===== src/rtl/riscv_pkg.sv =====
// Shared RV32I decode types for the operand-issue stage: opcodes, decoded-use
// struct, issue packet, and the source/destination decode helper.
package riscv_pkg;
  localparam int XLEN     = 32;
  localparam int NUM_REGS = 32;
  localparam int RW       = $clog2(NUM_REGS);

  localparam logic [6:0] OPC_LUI    = 7'b0110111;
  localparam logic [6:0] OPC_AUIPC  = 7'b0010111;
  localparam logic [6:0] OPC_JAL    = 7'b1101111;
  localparam logic [6:0] OPC_JALR   = 7'b1100111;
  localparam logic [6:0] OPC_BRANCH = 7'b1100011;
  localparam logic [6:0] OPC_LOAD   = 7'b0000011;
  localparam logic [6:0] OPC_STORE  = 7'b0100011;
  localparam logic [6:0] OPC_OP_IMM = 7'b0010011;
  localparam logic [6:0] OPC_OP     = 7'b0110011;

  typedef struct packed {
    logic          use1;
    logic          use2;
    logic          wen;
    logic [RW-1:0] rs1;
    logic [RW-1:0] rs2;
    logic [RW-1:0] rd;
  } dec_t;

  typedef struct packed {
    logic [XLEN-1:0] inst;
    logic [XLEN-1:0] pc;
    logic [XLEN-1:0] rs1_val;
    logic [XLEN-1:0] rs2_val;
    logic [RW-1:0]   rd_addr;
    logic            rd_wen;
  } issue_pkt_t;

  // x0 is folded in here so nothing downstream can ever see a hazard on it.
  function automatic dec_t decode(input logic [6:0] opc, input logic [RW-1:0] rs1,
                                  input logic [RW-1:0] rs2, input logic [RW-1:0] rd);
    dec_t d;
    logic u1, u2, w;
    u1 = 1'b0;
    u2 = 1'b0;
    w  = 1'b0;
    case (opc)
      OPC_OP:                         begin u1 = 1'b1; u2 = 1'b1; w = 1'b1; end
      OPC_OP_IMM, OPC_LOAD, OPC_JALR: begin u1 = 1'b1; w = 1'b1; end
      OPC_STORE, OPC_BRANCH:          begin u1 = 1'b1; u2 = 1'b1; end
      OPC_LUI, OPC_AUIPC, OPC_JAL:    w = 1'b1;
      default:                        ;
    endcase
    d.rs1  = rs1;
    d.rs2  = rs2;
    d.rd   = rd;
    d.use1 = u1 & (rs1 != '0);
    d.use2 = u2 & (rs2 != '0);
    d.wen  = w  & (rd  != '0);
    return d;
  endfunction
endpackage


===== src/rtl/operand_issue_if.sv =====
// Fetch, register-file, writeback and execute buses of the operand-issue stage.
interface operand_issue_if;
  import riscv_pkg::*;
  logic            flush;
  logic            in_valid;
  logic            in_ready;
  logic [XLEN-1:0] in_inst;
  logic [XLEN-1:0] in_pc;
  logic [RW-1:0]   rs1_addr;
  logic [RW-1:0]   rs2_addr;
  logic [XLEN-1:0] rs1_data;
  logic [XLEN-1:0] rs2_data;
  logic            wb_en;
  logic [RW-1:0]   wb_addr;
  logic [XLEN-1:0] wb_data;
  logic            out_valid;
  logic            out_ready;
  logic [XLEN-1:0] out_inst;
  logic [XLEN-1:0] out_pc;
  logic [XLEN-1:0] out_rs1_val;
  logic [XLEN-1:0] out_rs2_val;
  logic [RW-1:0]   out_rd_addr;
  logic            out_rd_wen;

  modport slave (
    input  flush, in_valid, in_inst, in_pc, rs1_data, rs2_data,
           wb_en, wb_addr, wb_data, out_ready,
    output in_ready, rs1_addr, rs2_addr, out_valid, out_inst, out_pc,
           out_rs1_val, out_rs2_val, out_rd_addr, out_rd_wen
  );

  modport master (
    output flush, in_valid, in_inst, in_pc, rs1_data, rs2_data,
           wb_en, wb_addr, wb_data, out_ready,
    input  in_ready, rs1_addr, rs2_addr, out_valid, out_inst, out_pc,
           out_rs1_val, out_rs2_val, out_rd_addr, out_rd_wen
  );
endinterface


===== src/rtl/reg_scoreboard.sv =====
// Pending-destination scoreboard with three busy lookups (rs1, rs2, rd).
// OPERAND_BYPASS_EN: a register retiring this cycle is reported as not busy.
module reg_scoreboard
  import riscv_pkg::*;
(
  input  logic                     clk,
  input  logic                     rst,
  input  logic                     flush,
  input  logic                     set_en,
  input  logic [RW-1:0]            set_addr,
  input  logic                     clr_en,
  input  logic [RW-1:0]            clr_addr,
  input  logic [2:0][RW-1:0]       q_addr,
  output logic [2:0]               q_busy,
  output logic [NUM_REGS-1:0]      pending
);
  logic [NUM_REGS-1:0] set_vec, clr_vec, busy_vec;

  always_comb begin
    set_vec = '0;
    clr_vec = '0;
    if (set_en && set_addr != '0) set_vec[set_addr] = 1'b1;
    if (clr_en && clr_addr != '0) clr_vec[clr_addr] = 1'b1;
  end

  // Set is applied after clear so a new writer wins over an older retiring one.
  always_ff @(posedge clk or negedge rst) begin
    if (!rst)       pending <= '0;
    else if (flush) pending <= '0;
    else            pending <= (pending & ~clr_vec) | set_vec;
  end

`ifdef OPERAND_BYPASS_EN
  assign busy_vec = pending & ~clr_vec;
`else
  assign busy_vec = pending;
`endif

  for (genvar g = 0; g < 3; g++) begin : g_q
    assign q_busy[g] = busy_vec[q_addr[g]];
  end
endmodule


===== src/rtl/operand_issue.sv =====
// RV32I decode/operand-fetch stage: RAW/WAW scoreboard stall, one registered issue slot.
// OPERAND_BYPASS_EN: forward same-cycle writeback data into operands.
module operand_issue
  import riscv_pkg::*;
(
  input logic            clk,
  input logic            rst,
  operand_issue_if.slave io
);
  dec_t            dec;
  logic [2:0]      q_busy;
  logic            hazard, issue, out_vld;
  logic [XLEN-1:0] op1, op2;
  issue_pkt_t      pkt;
  logic [NUM_REGS-1:0] pending;

  assign dec         = decode(io.in_inst[6:0], io.in_inst[19:15], io.in_inst[24:20], io.in_inst[11:7]);
  assign io.rs1_addr = io.in_inst[19:15];
  assign io.rs2_addr = io.in_inst[24:20];

  reg_scoreboard u_sb (
    .clk      (clk),
    .rst      (rst),
    .flush    (io.flush),
    .set_en   (issue & dec.wen),
    .set_addr (dec.rd),
    .clr_en   (io.wb_en),
    .clr_addr (io.wb_addr),
    .q_addr   ({dec.rd, dec.rs2, dec.rs1}),
    .q_busy   (q_busy),
    .pending  (pending)
  );

  assign hazard      = io.in_valid & ((dec.use1 & q_busy[0]) | (dec.use2 & q_busy[1]) |
                                      (dec.wen  & q_busy[2]));
  assign io.in_ready = ~io.flush & ~hazard & (~out_vld | io.out_ready);
  assign issue       = io.in_valid & io.in_ready;

`ifdef OPERAND_BYPASS_EN
  // use1/use2 already exclude x0, so an address match implies a real register.
  assign op1 = !dec.use1 ? '0 : (io.wb_en && io.wb_addr == dec.rs1) ? io.wb_data : io.rs1_data;
  assign op2 = !dec.use2 ? '0 : (io.wb_en && io.wb_addr == dec.rs2) ? io.wb_data : io.rs2_data;
`else
  logic unused_wb;
  assign unused_wb = ^io.wb_data;
  assign op1 = dec.use1 ? io.rs1_data : '0;
  assign op2 = dec.use2 ? io.rs2_data : '0;
`endif

  always_ff @(posedge clk or negedge rst) begin
    if (!rst) begin
      out_vld <= 1'b0;
      pkt     <= '0;
    end else if (io.flush) begin
      out_vld <= 1'b0;
    end else if (issue) begin
      out_vld     <= 1'b1;
      pkt.inst    <= io.in_inst;
      pkt.pc      <= io.in_pc;
      pkt.rs1_val <= op1;
      pkt.rs2_val <= op2;
      pkt.rd_addr <= dec.rd;
      pkt.rd_wen  <= dec.wen;
    end else if (io.out_ready) begin
      out_vld <= 1'b0;
    end
  end

  logic unused_pend;
  assign unused_pend = ^pending;

  assign io.out_valid   = out_vld;
  assign io.out_inst    = pkt.inst;
  assign io.out_pc      = pkt.pc;
  assign io.out_rs1_val = pkt.rs1_val;
  assign io.out_rs2_val = pkt.rs2_val;
  assign io.out_rd_addr = pkt.rd_addr;
  assign io.out_rd_wen  = pkt.rd_wen;
endmodule

===== src/flat_wrapper.sv =====
// flat-port wrapper written by rule: the top's interface ports become plain ports
module operand_issue_flat import riscv_pkg::*;
  (clk, rst, io_flush, io_in_valid, io_in_inst, io_in_pc, io_rs1_data, io_rs2_data, io_wb_en, io_wb_addr, io_wb_data, io_out_ready, io_in_ready, io_rs1_addr, io_rs2_addr, io_out_valid, io_out_inst, io_out_pc, io_out_rs1_val, io_out_rs2_val, io_out_rd_addr, io_out_rd_wen);
  operand_issue_if io_i ();
  input logic clk;
  input logic rst;
  input wire logic [$bits(io_i.flush)-1:0] io_flush;
  input wire logic [$bits(io_i.in_valid)-1:0] io_in_valid;
  input wire logic [$bits(io_i.in_inst)-1:0] io_in_inst;
  input wire logic [$bits(io_i.in_pc)-1:0] io_in_pc;
  input wire logic [$bits(io_i.rs1_data)-1:0] io_rs1_data;
  input wire logic [$bits(io_i.rs2_data)-1:0] io_rs2_data;
  input wire logic [$bits(io_i.wb_en)-1:0] io_wb_en;
  input wire logic [$bits(io_i.wb_addr)-1:0] io_wb_addr;
  input wire logic [$bits(io_i.wb_data)-1:0] io_wb_data;
  input wire logic [$bits(io_i.out_ready)-1:0] io_out_ready;
  output wire logic [$bits(io_i.in_ready)-1:0] io_in_ready;
  output wire logic [$bits(io_i.rs1_addr)-1:0] io_rs1_addr;
  output wire logic [$bits(io_i.rs2_addr)-1:0] io_rs2_addr;
  output wire logic [$bits(io_i.out_valid)-1:0] io_out_valid;
  output wire logic [$bits(io_i.out_inst)-1:0] io_out_inst;
  output wire logic [$bits(io_i.out_pc)-1:0] io_out_pc;
  output wire logic [$bits(io_i.out_rs1_val)-1:0] io_out_rs1_val;
  output wire logic [$bits(io_i.out_rs2_val)-1:0] io_out_rs2_val;
  output wire logic [$bits(io_i.out_rd_addr)-1:0] io_out_rd_addr;
  output wire logic [$bits(io_i.out_rd_wen)-1:0] io_out_rd_wen;
  assign io_i.flush = io_flush;
  assign io_i.in_valid = io_in_valid;
  assign io_i.in_inst = io_in_inst;
  assign io_i.in_pc = io_in_pc;
  assign io_i.rs1_data = io_rs1_data;
  assign io_i.rs2_data = io_rs2_data;
  assign io_i.wb_en = io_wb_en;
  assign io_i.wb_addr = io_wb_addr;
  assign io_i.wb_data = io_wb_data;
  assign io_i.out_ready = io_out_ready;
  assign io_in_ready = io_i.in_ready;
  assign io_rs1_addr = io_i.rs1_addr;
  assign io_rs2_addr = io_i.rs2_addr;
  assign io_out_valid = io_i.out_valid;
  assign io_out_inst = io_i.out_inst;
  assign io_out_pc = io_i.out_pc;
  assign io_out_rs1_val = io_i.out_rs1_val;
  assign io_out_rs2_val = io_i.out_rs2_val;
  assign io_out_rd_addr = io_i.out_rd_addr;
  assign io_out_rd_wen = io_i.out_rd_wen;
  operand_issue u_core (.clk(clk), .rst(rst), .io(io_i));
endmodule

===== config.mk =====
export PLATFORM = sky130hd
export DESIGN_NAME = operand_issue_flat
export DESIGN_NICKNAME = d
export VERILOG_FILES = /design/src/rtl/riscv_pkg.sv /design/src/rtl/operand_issue_if.sv /design/src/rtl/reg_scoreboard.sv /design/src/rtl/operand_issue.sv /design/src/flat_wrapper.sv
export SDC_FILE = /design/constraint.sdc
export NUM_CORES = 1
export LEC_CHECK = 0
export ABC_CLOCK_PERIOD_IN_PS = 3800
export CAP_MARGIN = 25
export CELL_PAD_IN_SITES_DETAIL_PLACEMENT = 0
export CELL_PAD_IN_SITES_GLOBAL_PLACEMENT = 2
export CORE_MARGIN = 3
export CORE_UTILIZATION = 38
export DETAILED_ROUTE_END_ITERATION = 6
export DONT_BUFFER_PORTS = 1
export MAX_ROUTING_LAYER = met4
export PLACE_DENSITY = 0.79
export SYNTH_ARGS = -nofsm -noshare
export SYNTH_HDL_FRONTEND = slang
export SYNTH_SLANG_ARGS = --single-unit

===== constraint.sdc =====
create_clock -name clk -period 3.8 [get_ports clk]
set_clock_uncertainty 0.2 [all_clocks]
set_input_delay 0.57 -clock clk [delete_from_list [all_inputs] [get_ports clk]]
set_output_delay 0.57 -clock clk [all_outputs]
set_load 0.03 [all_outputs]

==> flow_metrics.py <==
metrics = {
    "status": {
        "outcome": "finished with violations",
        "violations": "negative hold slack",
    },
    "clock_tree": {
        "clk_path_buf_depth": 2,
        "clk_pin_slew_ns": 0.07,
        "cts_root_buf": "clkbuf_16",
        "h-tree-depth": 4,
        "insertion_delay_ns": 0.42,
        "post_cts_resized": 0,
        "cts.sinks": 162,
        "numCtsBuffers": 17,
        "holdBufCountCts": 1,
        "cts_tree": "built",
        "postCtsSetupBuffers": 0,
    },
    "yosys": {
        "async_flop_share_pct": 100.0,
        "synth_cell_types": 48,
        "synthFlopType": "dfrtp_1",
        "synth_edf_count": 0,
        "ys_warn_count": 0,
        "synthTopCellsByCount": "162 x dfrtp_1, 99 x nand2_1, 78 x mux2i_1, 65 x inv_1, 61 x mux2_2",
        "ys_ff_latch": 162,
        "syn_area_per_cell_um2": 10.88,
        "synth_nets": 924,
        "synth_top_cell_by_area": "dfrtp_1",
        "synth.top_cell.area_share_pct": 49.50,
        "seq_area_frac_synth_pct": 49.50,
        "netlist_instances": 753,
        "syn_area_um2": 8190,
        "synth_top_cells_by_area": "dfrtp_1 49%, mux2i_1 9.5%, mux2_2 8.4%",
        "yosysMostFrequentCell": "dfrtp_1",
    },
    "power": {
        "pwr_density_cell_nw_per_um2": 490.3,
        "switching_share_pct": 32.43,
        "p_clk_share_pct": 39.1,
        "p_int_uw": 2932,
        "ir_drop_mv": 0.2715,
        "combPwrFrac_pct": 7.3,
        "p_leak_uw": 0.003526,
        "p_sw_uw": 1407,
        "seqPwrFrac_pct": 53.6,
    },
    "drt": {
        "vias_per_cell": 5.488,
        "drc": 0,
        "drt-wirelength-per-cell_um": 22.38,
        "drt-initial-drc-count": 429,
        "wirelength_um": 22580,
        "vias": 5537,
        "antenna_left": 0,
        "firstDrtPassIters": 5,
    },
    "grt": {
        "track_usage_pct": 19.58,
        "antenna_found_initial": 1,
        "grt_max_degree": 163,
        "grt_pass1_vias": 5809,
        "grt_pass1_wl_um": 34890,
        "grt_overflow": 0,
    },
    "setup_path": {
        "cp_slowest_stage_delay_ns": 0.50,
        "critical_path_buf_inv_count": 1,
        "critPathMaxFanout": 4,
        "cp.required_ns": 3.03,
        "crit_family": "compound AO/OA/AOI/OAI gates",
        "slowest_stage": "o41ai_2",
        "worstPathCellList": "mux4_2 -> nor2b_1 -> a2111oi_0 -> o41ai_2 -> nand4_1 -> a21boi_0 -> buf_4",
        "criticalPathCategory": "reg -> out",
        "cp-start-kind": "register",
        "arrival_ns": 2.68,
        "worst_setup_path_end_kind": "output port",
    },
    "die": {
        "die_area_um2": 23350,
        "rows": 53,
        "die_w_um": 152.8,
        "die_y_um": 152.8,
        "initial_utilization_pct": 38.84,
        "io-pin-count": 317,
        "core_area_um2": 21090,
    },
    "timing": {
        "rsz0062_at_grt": "false",
        "period_needed_ns": 3.452,
        "period_share_pct": 90.85,
        "final_max_slew_viol_count": 0,
        "finalHoldViolCount": 162,
        "tightest_slew_ns": 0.8138,
        "tns_ns": 0,
        "setup_violations": 0,
        "fmax_ghz": 0.2897,
        "relSlewSlack_pct": 45.63,
        "whs_ns": -0.3702,
    },
    "final_layout": {
        "area_growth_pct": 8.051,
        "drive_above_1_share_pct": 17.30,
        "nets": 892,
        "diodes": 0,
        "instances_no_fill": 1009,
        "final_util_pct": 41.97,
    },
    "place": {
        "port_buffers": 0,
        "dp_hpwl_um": 16500,
        "gp_congestion": 0.8585,
        "dpl.cell_count": 976,
    },
    "min_path": {
        "hold_class": "in -> async",
    },
    "job": {
        "maxCapViolations": 0,
    },
}
[power by group through the flow]
stage	clock network [µW]	logic, µW	registers (µW)
after global routing	1820	344	2350
final	1700	315	2330
after global placement	0	302	2360
after floorplan	0	354	2290
after detailed placement	0	317	2370
after CTS	1740	319	2330
[layer usage]
metal  GRT usage [%]  share of wire (%)  wire [µm]
met3           5.379                7.4       1672
met4           6.322                2.1        478
met2           33.28                 51      11550
met5               -                  0          0
met1           22.58                 39       8883
[sequential cells by signal, indices dropped and copies added (netlist names)]
register,cells
u_core.io.out_rd_wen,1
u_core.io.out_valid,1
u_core.u_sb.pending,32
u_core.io.out_rs2_val,32
u_core.io.out_rs1_val,32
u_core.io.out_rd_addr,4
u_core.io.out_inst,28
u_core.io.out_pc,32
[logic make-up (layout without fill, tap and decap cells)]
logic type      after synthesis  count (layout)  share of synthesized area, %
simple gates                237             237                         14.91
flops                       162             162                         49.50
mux                         159             159                         22.73
buf+inv                     125             106                         7.760
compound gates               70              70                         5.102
[through the flow]
step	setup WS (ns)	cell area [µm²]	total power [µW]
floorplan	0.3642	8190	2647
global placement	0.5638	8254	2664
detailed placement	0.5193	8254	2687
CTS	0.3150	8850	4395
global route	0.1543	8850	4510
finish	0.3476	8850	4339
[final timing paths]
path | end | slack (ns) | cells after the start | startpoint
min in group clk | u_core.io.out_valid$_DFFE_PN0P_ | 0.04 | 1 | io_flush
worst min register to register | u_core.u_sb.pending[0]$_DFF_PN0_ | 0.36 | 1 | u_core.u_sb.pending[0]$_DFF_PN0_
worst max-delay path | io_in_ready | 0.35 | 7 | u_core.u_sb.pending[28]$_DFF_PN0_
worst min-delay path | u_core.io.out_rs1_val[20]$_DFFE_PN0P_ | -0.37 | 0 | rst
max in group asynchronous | u_core.io.out_inst[3]$_DFFE_PN0P_ | 3.53 | 0 | rst
worst max register to register | u_core.io.out_pc[6]$_DFFE_PN0P_ | 0.67 | 7 | u_core.u_sb.pending[28]$_DFF_PN0_
[worst register-to-register path, cell delays in order, from the launching register on]
cell	delay, ns
dfrtp_1	0.44
mux4_2	0.48
nor2b_1	0.18
a2111oi_0	0.11
o41ai_2	0.50
and4b_4	0.34
buf_12	0.33
mux2_2	0.44
[cell type report]
cell class	count	area, µm²
clock inverter	15	160.2
multi-input combinational	466	3515
clock buffer	17	425.4
timing repair buffer	9	107.6
inverter	65	244.0
fill	1951	12240
tap	275	344.1
sequential	162	4054
[layout by cell type (no fill, tap or decap), types with 13 or more instances in the layout]
cell / synthesis / final
clkbuf_16: 0 / 17
dfrtp_1: 162 / 162
inv_1: 65 / 65
mux2_2: 61 / 61
mux2i_1: 78 / 78
mux4_2: 15 / 15
nand2_1: 99 / 99
nand3_1: 30 / 30
nand3b_1: 24 / 24
nor2_1: 13 / 13
nor2b_1: 26 / 26
o21ai_0: 48 / 48
No activity file was read; power rests on OpenSTA's default activity.
